**config.mk**
```make
export PLATFORM = sky130hd
export DESIGN_NAME = matvec_mac_engine
export DESIGN_NICKNAME = d
export VERILOG_FILES = /design/src/rtl/matvec_mac_engine.sv
export SDC_FILE = /design/constraint.sdc
export NUM_CORES = 1
export LEC_CHECK = 0
export CAP_MARGIN = 20
export CORE_ASPECT_RATIO = 0.75
export CORE_UTILIZATION = 58
export CTS_CLUSTER_DIAMETER = 150
export DETAILED_ROUTE_END_ITERATION = 6
export PLACE_DENSITY = 0.8
export RECOVER_POWER = 50
export SLEW_MARGIN = 20
export SYNTH_ARGS = -nofsm -noshare
export SYNTH_HDL_FRONTEND = slang
export SYNTH_SLANG_ARGS = --single-unit
```
**constraint.sdc**
```tcl
create_clock -name clk -period 3.8 [get_ports clk]
set_clock_uncertainty 0.2 [all_clocks]
set_input_delay 0.57 -clock clk [delete_from_list [all_inputs] [get_ports clk]]
set_output_delay 0.57 -clock clk [all_outputs]
set_load 0.01 [all_outputs]
```
**src/rtl/matvec_mac_engine.sv**
```systemverilog
// matvec_mac_engine: signed fixed-point y[c] = sum_r x[r]*W[r][c] with an indexed result bank.
// Build option MATVEC_SAT_EN: clamp overflowing sums instead of wrapping to DATA_W bits.
module matvec_mac_engine #(
    parameter int DATA_W    = 16,
    parameter int FRAC_BITS = 8,
    parameter int VEC_LEN   = 4,
    parameter int OUT_LEN   = 4,
    localparam int ROW_W    = (VEC_LEN > 1) ? $clog2(VEC_LEN) : 1,
    localparam int COL_W    = (OUT_LEN > 1) ? $clog2(OUT_LEN) : 1
) (
    input  logic              clk,
    input  logic              rst,
    input  logic              start,
    input  logic [DATA_W-1:0] x_in,
    input  logic [DATA_W-1:0] w_in,
    input  logic [COL_W-1:0]  rd_sel,
    output logic              ready,
    output logic              busy,
    output logic              done,
    output logic              ovf,
    output logic [DATA_W-1:0] data_out,
    output logic [ROW_W-1:0]  x_addr,
    output logic [ROW_W-1:0]  w_row,
    output logic [COL_W-1:0]  w_col
);

    // IDLE: wait for start | CLEAR: zero bank and flags | RUN: one MAC per cycle
    typedef enum logic [1:0] {IDLE, CLEAR, RUN} state_t;

    localparam logic signed [2*DATA_W:0] MAX_V = {{(DATA_W+2){1'b0}}, {(DATA_W-1){1'b1}}};
    localparam logic signed [2*DATA_W:0] MIN_V = {{(DATA_W+2){1'b1}}, {(DATA_W-1){1'b0}}};

    state_t state, state_nxt;

    logic [DATA_W-1:0]          acc [OUT_LEN];
    logic [DATA_W-1:0]          acc_cur;
    logic [DATA_W-1:0]          acc_nxt;
    logic signed [2*DATA_W-1:0] prod;
    logic signed [2*DATA_W-1:0] prod_sh;
    logic signed [2*DATA_W:0]   sum;
    logic                       sum_ovf;
    logic                       last;

    assign last  = (x_addr == ROW_W'(VEC_LEN-1)) && (w_col == COL_W'(OUT_LEN-1));
    assign ready = (state == IDLE);
    assign busy  = (state == CLEAR) || (state == RUN);
    assign w_row = x_addr;

    always_ff @(posedge clk or posedge rst) begin
        if (rst) state <= IDLE;
        else     state <= state_nxt;
    end

    always_comb begin
        state_nxt = state;
        case (state)
            IDLE:    if (start) state_nxt = CLEAR;
            CLEAR:   state_nxt = RUN;
            RUN:     if (last) state_nxt = IDLE;
            default: state_nxt = IDLE;
        endcase
    end

    // Sum is formed one bit wider than the product so the overflow test is exact
    always_comb begin
        acc_cur = acc[w_col];
        prod    = $signed({{DATA_W{x_in[DATA_W-1]}}, x_in}) *
                  $signed({{DATA_W{w_in[DATA_W-1]}}, w_in});
        prod_sh = prod >>> FRAC_BITS;
        sum     = {{(DATA_W+1){acc_cur[DATA_W-1]}}, acc_cur} + {prod_sh[2*DATA_W-1], prod_sh};
        sum_ovf = (sum > MAX_V) || (sum < MIN_V);
`ifdef MATVEC_SAT_EN
        if (sum > MAX_V)      acc_nxt = {1'b0, {(DATA_W-1){1'b1}}};
        else if (sum < MIN_V) acc_nxt = {1'b1, {(DATA_W-1){1'b0}}};
        else                  acc_nxt = sum[DATA_W-1:0];
`else
        acc_nxt = sum[DATA_W-1:0];
`endif
    end

    always_ff @(posedge clk or posedge rst) begin
        if (rst) begin
            x_addr <= '0;
            w_col  <= '0;
            done   <= 1'b0;
            ovf    <= 1'b0;
            for (int i = 0; i < OUT_LEN; i++) acc[i] <= '0;
        end else begin
            done <= 1'b0;
            case (state)
                CLEAR: begin
                    x_addr <= '0;
                    w_col  <= '0;
                    ovf    <= 1'b0;
                    for (int i = 0; i < OUT_LEN; i++) acc[i] <= '0;
                end
                RUN: begin
                    acc[w_col] <= acc_nxt;
                    if (sum_ovf) ovf <= 1'b1;
                    if (last) begin
                        x_addr <= '0;
                        w_col  <= '0;
                        done   <= 1'b1;
                    end else if (w_col == COL_W'(OUT_LEN-1)) begin
                        w_col  <= '0;
                        x_addr <= x_addr + ROW_W'(1);
                    end else begin
                        w_col  <= w_col + COL_W'(1);
                    end
                end
                default: ;
            endcase
        end
    end

    always_comb begin
        data_out = '0;
        if ({1'b0, rd_sel} < (COL_W+1)'(OUT_LEN)) data_out = acc[rd_sel];
    end

endmodule
```
==> run summary <==
The flow ran to the end, but the final reports show violations. The setup violation total in the final timing report came out at 65. The normalized max-slew margin came out at -20.6%. The via count of the first global-routing pass is 14631. The core region is 0.0242 sq mm. Dividing the detail-routed via count by the number of cells gives 6.45. The smallest clock period supported by the final layout is computed as 8.57 ns. The worst setup path is launched from an input port. The depth of the worst hold-timing path is 1. The top fanout value on the critical path came out at 5. The proportion of layout cells with a drive suffix above 1 is 34.3%. The wire length per cell after detailed routing is approximately 25 um. The cell area that synthesis handed to floorplanning was between 0.01 and 0.015 sq mm. The share of synthesized area occupied by flip-flops and latches came out at 12.5%. Once layout is complete, the utilization of the core stands at roughly four fifths.

The depth of the most critical reg-to-reg path is 15. In this run, post-CTS hold repair placed 0 buffers. After synthesis the netlist holds a flip-flop and latch count of 72.

The setup path with the least slack is of type input port to flop. The peak clock frequency supported by timing came out at around 120 MHz. Yosys attributes the largest share of cell area to sky130_fd_sc_hd__fa_1, sky130_fd_sc_hd__dfrtp_1, sky130_fd_sc_hd__ha_1.

The area share of the largest cell type after synthesis came out at between 30% and 40%. The capturing element of the worst setup path is ovf$_DFFE_PP0P_. The number of vias in the routed layout came out at 14009. The maximum clock insertion buffer count came out at 2. The max-slew violation count is 73. The initial antenna violation count is 3. The root buffer cell chosen for the clock tree is sky130_fd_sc_hd__clkbuf_16.

The weighted congestion at the end of routability-driven global placement is slightly below 0.9. The checks that failed: DRC, capacitance limit, slew limit, setup timing. The count of pins on the block boundary is 63. From synthesis to final layout, the design area changed by 36.4%.

At the worst endpoint, the required time is ~3.8 ns. The number of endpoints with negative hold slack in the final report is 0. The first global-routing pass estimated 72800 um of wire.

In this run the critical register-to-register path is captured at ovf$_DFFE_PP0P_. In this run the number of H-tree levels came out at 3. The number of cells after detailed placement is about 2100. The vertical die dimension came out at 138 um. The sum of routed wire length over all layers came out at 55300 um.

Setup repair after global routing could not meet its margin everywhere. The distinct cell type count of the synthesized netlist is 67. Once detail routing completed, the nets flagged for antenna violations numbered 0. Entering global routing, the biggest net connects 73 pins. The count of buffers from port buffering came out at 62. The number of nets in the synthesized netlist is 1921. After technology mapping, the gate count stands at 1510.

The fraction of the cycle the final worst path needs came out at 225%. The number of rows created at floorplan is 49. The largest individual stage delay along the critical path comes from the cell sky130_fd_sc_hd__fa_1. Counting instances in the post-synthesis netlist gives the leading cell types as sky130_fd_sc_hd__inv_1, sky130_fd_sc_hd__fa_1, sky130_fd_sc_hd__nand2_1, sky130_fd_sc_hd__and2_1, sky130_fd_sc_hd__ha_1. The mean instance size in the synthesized netlist is 9.53 sq um. The clock net in this run drives a total of 72 sinks.

The most common flop cell mapped by yosys is sky130_fd_sc_hd__dfrtp_1. The most critical setup path has its startpoint at x_in[7]. The overall die area is about 0.025 sq mm. For this run, the slowest stage of the critical path takes 0.76 ns. The post-CTS clock slew at the launch and capture registers of the worst setup and hold paths is 0.06 ns. Hold timing on the final database bottoms out at a slack of 0.326 ns. The overall routing resource usage came out at 37.0%.

Clock latency on the worst-skew pair, taken at its later pin, is roughly 0.34 ns. The final net count came out at 2247. The pre-antenna-repair detailed-routing pass consisted of 7 iterations. The detailed placement HPWL is 30000 um.

The number of synthesis warnings is 0. After detailed routing, the number of remaining DRC violations is 47. The number of standard cells in the layout, taps in and fillers out came out at ~2200.

The register-to-register setup slack came out at -0.72 ns. For the pin with the worst max-slew slack, the measured transition is roughly 1.8 ns. The number of synthesized flops with an enable pin is 0. For the worst setup path, the data arrival time is 8.57 ns. Measured along the x axis, the die boundary spans roughly 180 um.

The max-cap violation count is 1. The first routing iteration left 1655 violations. The share of flip-flops with an asynchronous set or reset after synthesis came out at 100%. The synthesized design spends more area on one cell type than any other, namely sky130_fd_sc_hd__fa_1.

The tightest min-delay check is of the flop to flop type. The worst setup path is captured at a flop. After layout, the worst setup slack is -4.77 ns. Among all cell types in the netlist, the one instantiated most often is sky130_fd_sc_hd__inv_1. The effective utilization at floorplan came out at between 50 and 60%.

The total CTS buffers came out at 9. TritonCTS built the clock tree. The startpoint of the most critical register-to-register path is w_col[1]$_DFFE_PP0P_.

After global routing the overflow that remains totals 0.
area by class of cell:
type                            instances  area [sq um]
Multi-Input combinational cell       1041         12500
Clock buffer                           10           239
Clock inverter                          5          81.3
Sequential cell                        72          1800
Inverter                              338          1270
Fill cell                            1181          4520
Tap cell                              331           414
Timing Repair Buffer                  374          3330
Antenna cell                            1          2.50
cell usage in the layout, fill, tap and decap left out, types with 30 or more instances in the layout:
master,instances
sky130_fd_sc_hd__nand2_1,147
sky130_fd_sc_hd__and2_1,98
sky130_fd_sc_hd__clkdlybuf4s50_1,30
sky130_fd_sc_hd__inv_1,299
sky130_fd_sc_hd__inv_2,35
sky130_fd_sc_hd__buf_6,68
sky130_fd_sc_hd__fa_1,244
sky130_fd_sc_hd__ha_1,85
sky130_fd_sc_hd__mux4_2,32
sky130_fd_sc_hd__dfrtp_1,72
sky130_fd_sc_hd__buf_4,235
sky130_fd_sc_hd__a22o_1,54
logic make-up after synthesis:
group,count (synthesis),share of synthesized area [%]
adders and majority gates,374,46.2
buffers and inverters,397,10.5
AOI/OAI and AO/OA,194,9.47
xor gates and xnor gates,45,2.74
and+or+nand+nor,394,13.4
muxes,34,5.18
DFF,72,12.5
worst min path at each step:
stage / from / endpoint
final: acc[32]$_DFFE_PP0P_ / acc[32]$_DFFE_PP0P_
after global routing: acc[53]$_DFFE_PP0P_ / acc[53]$_DFFE_PP0P_
after CTS: acc[1]$_DFFE_PP0P_ / acc[1]$_DFFE_PP0P_
after detailed placement: acc[29]$_DFFE_PP0P_ / acc[29]$_DFFE_PP0P_
after global placement: acc[45]$_DFFE_PP0P_ / acc[45]$_DFFE_PP0P_
after floorplan: acc[29]$_DFFE_PP0P_ / acc[29]$_DFFE_PP0P_
state kept, by name, indices dropped and copies added (netlist names):
name / cells
w_row: 2
state: 2
w_col: 2
acc: 64
ovf: 1
done: 1
critical path, delay by kind of cell:
kind | cells | cell delay [ns]
buffers and inverters | 7 | 0.68
XOR/XNOR | 1 | 0.10
AO/OA/AOI/OAI | 9 | 1.82
multiplexers | 1 | 0.34
adder cells (fa/ha/maj) | 8 | 3.96
AND/OR/NAND/NOR | 6 | 1.11
timing repair:
action	in CTS	in global routing
endpoints found under the setup margin	65	65
pin swaps	131	152
resized for setup	305	176
buffers inserted	44	41
cloned	6	0
layer usage:
| metal | up-vias | part of all wire, % | GRT usage, % | wire [um] |
|---|---|---|---|---|
| met2 | 1321 | 45 | 62.1 | 24800 |
| met1 | 6728 | 32 | 44.9 | 17500 |
| met3 | 571 | 14 | 6.90 | 7600 |
| li1 | 5387 | - | - | - |
| met5 | - | 0.033 | 0 | 18 |
| met4 | 2 | 9.8 | 21.1 | 5420 |
metrics by stage:
step	worst slack [ns]	area (sq um)	setup TNS, ns
2_1_floorplan	-3.70	14900	-154.87
3_3_place_gp	-4.67	17400	-226.93
3_5_place_dp	-4.94	17400	-234.90
4_1_cts	-4.07	19000	-177.77
5_1_grt	-4.97	19600	-210.22
6_report	-4.77	19600	-204.62
Power is not shown: default switching activity piles up to over one toggle a cycle in this logic, so the estimate is an artifact.
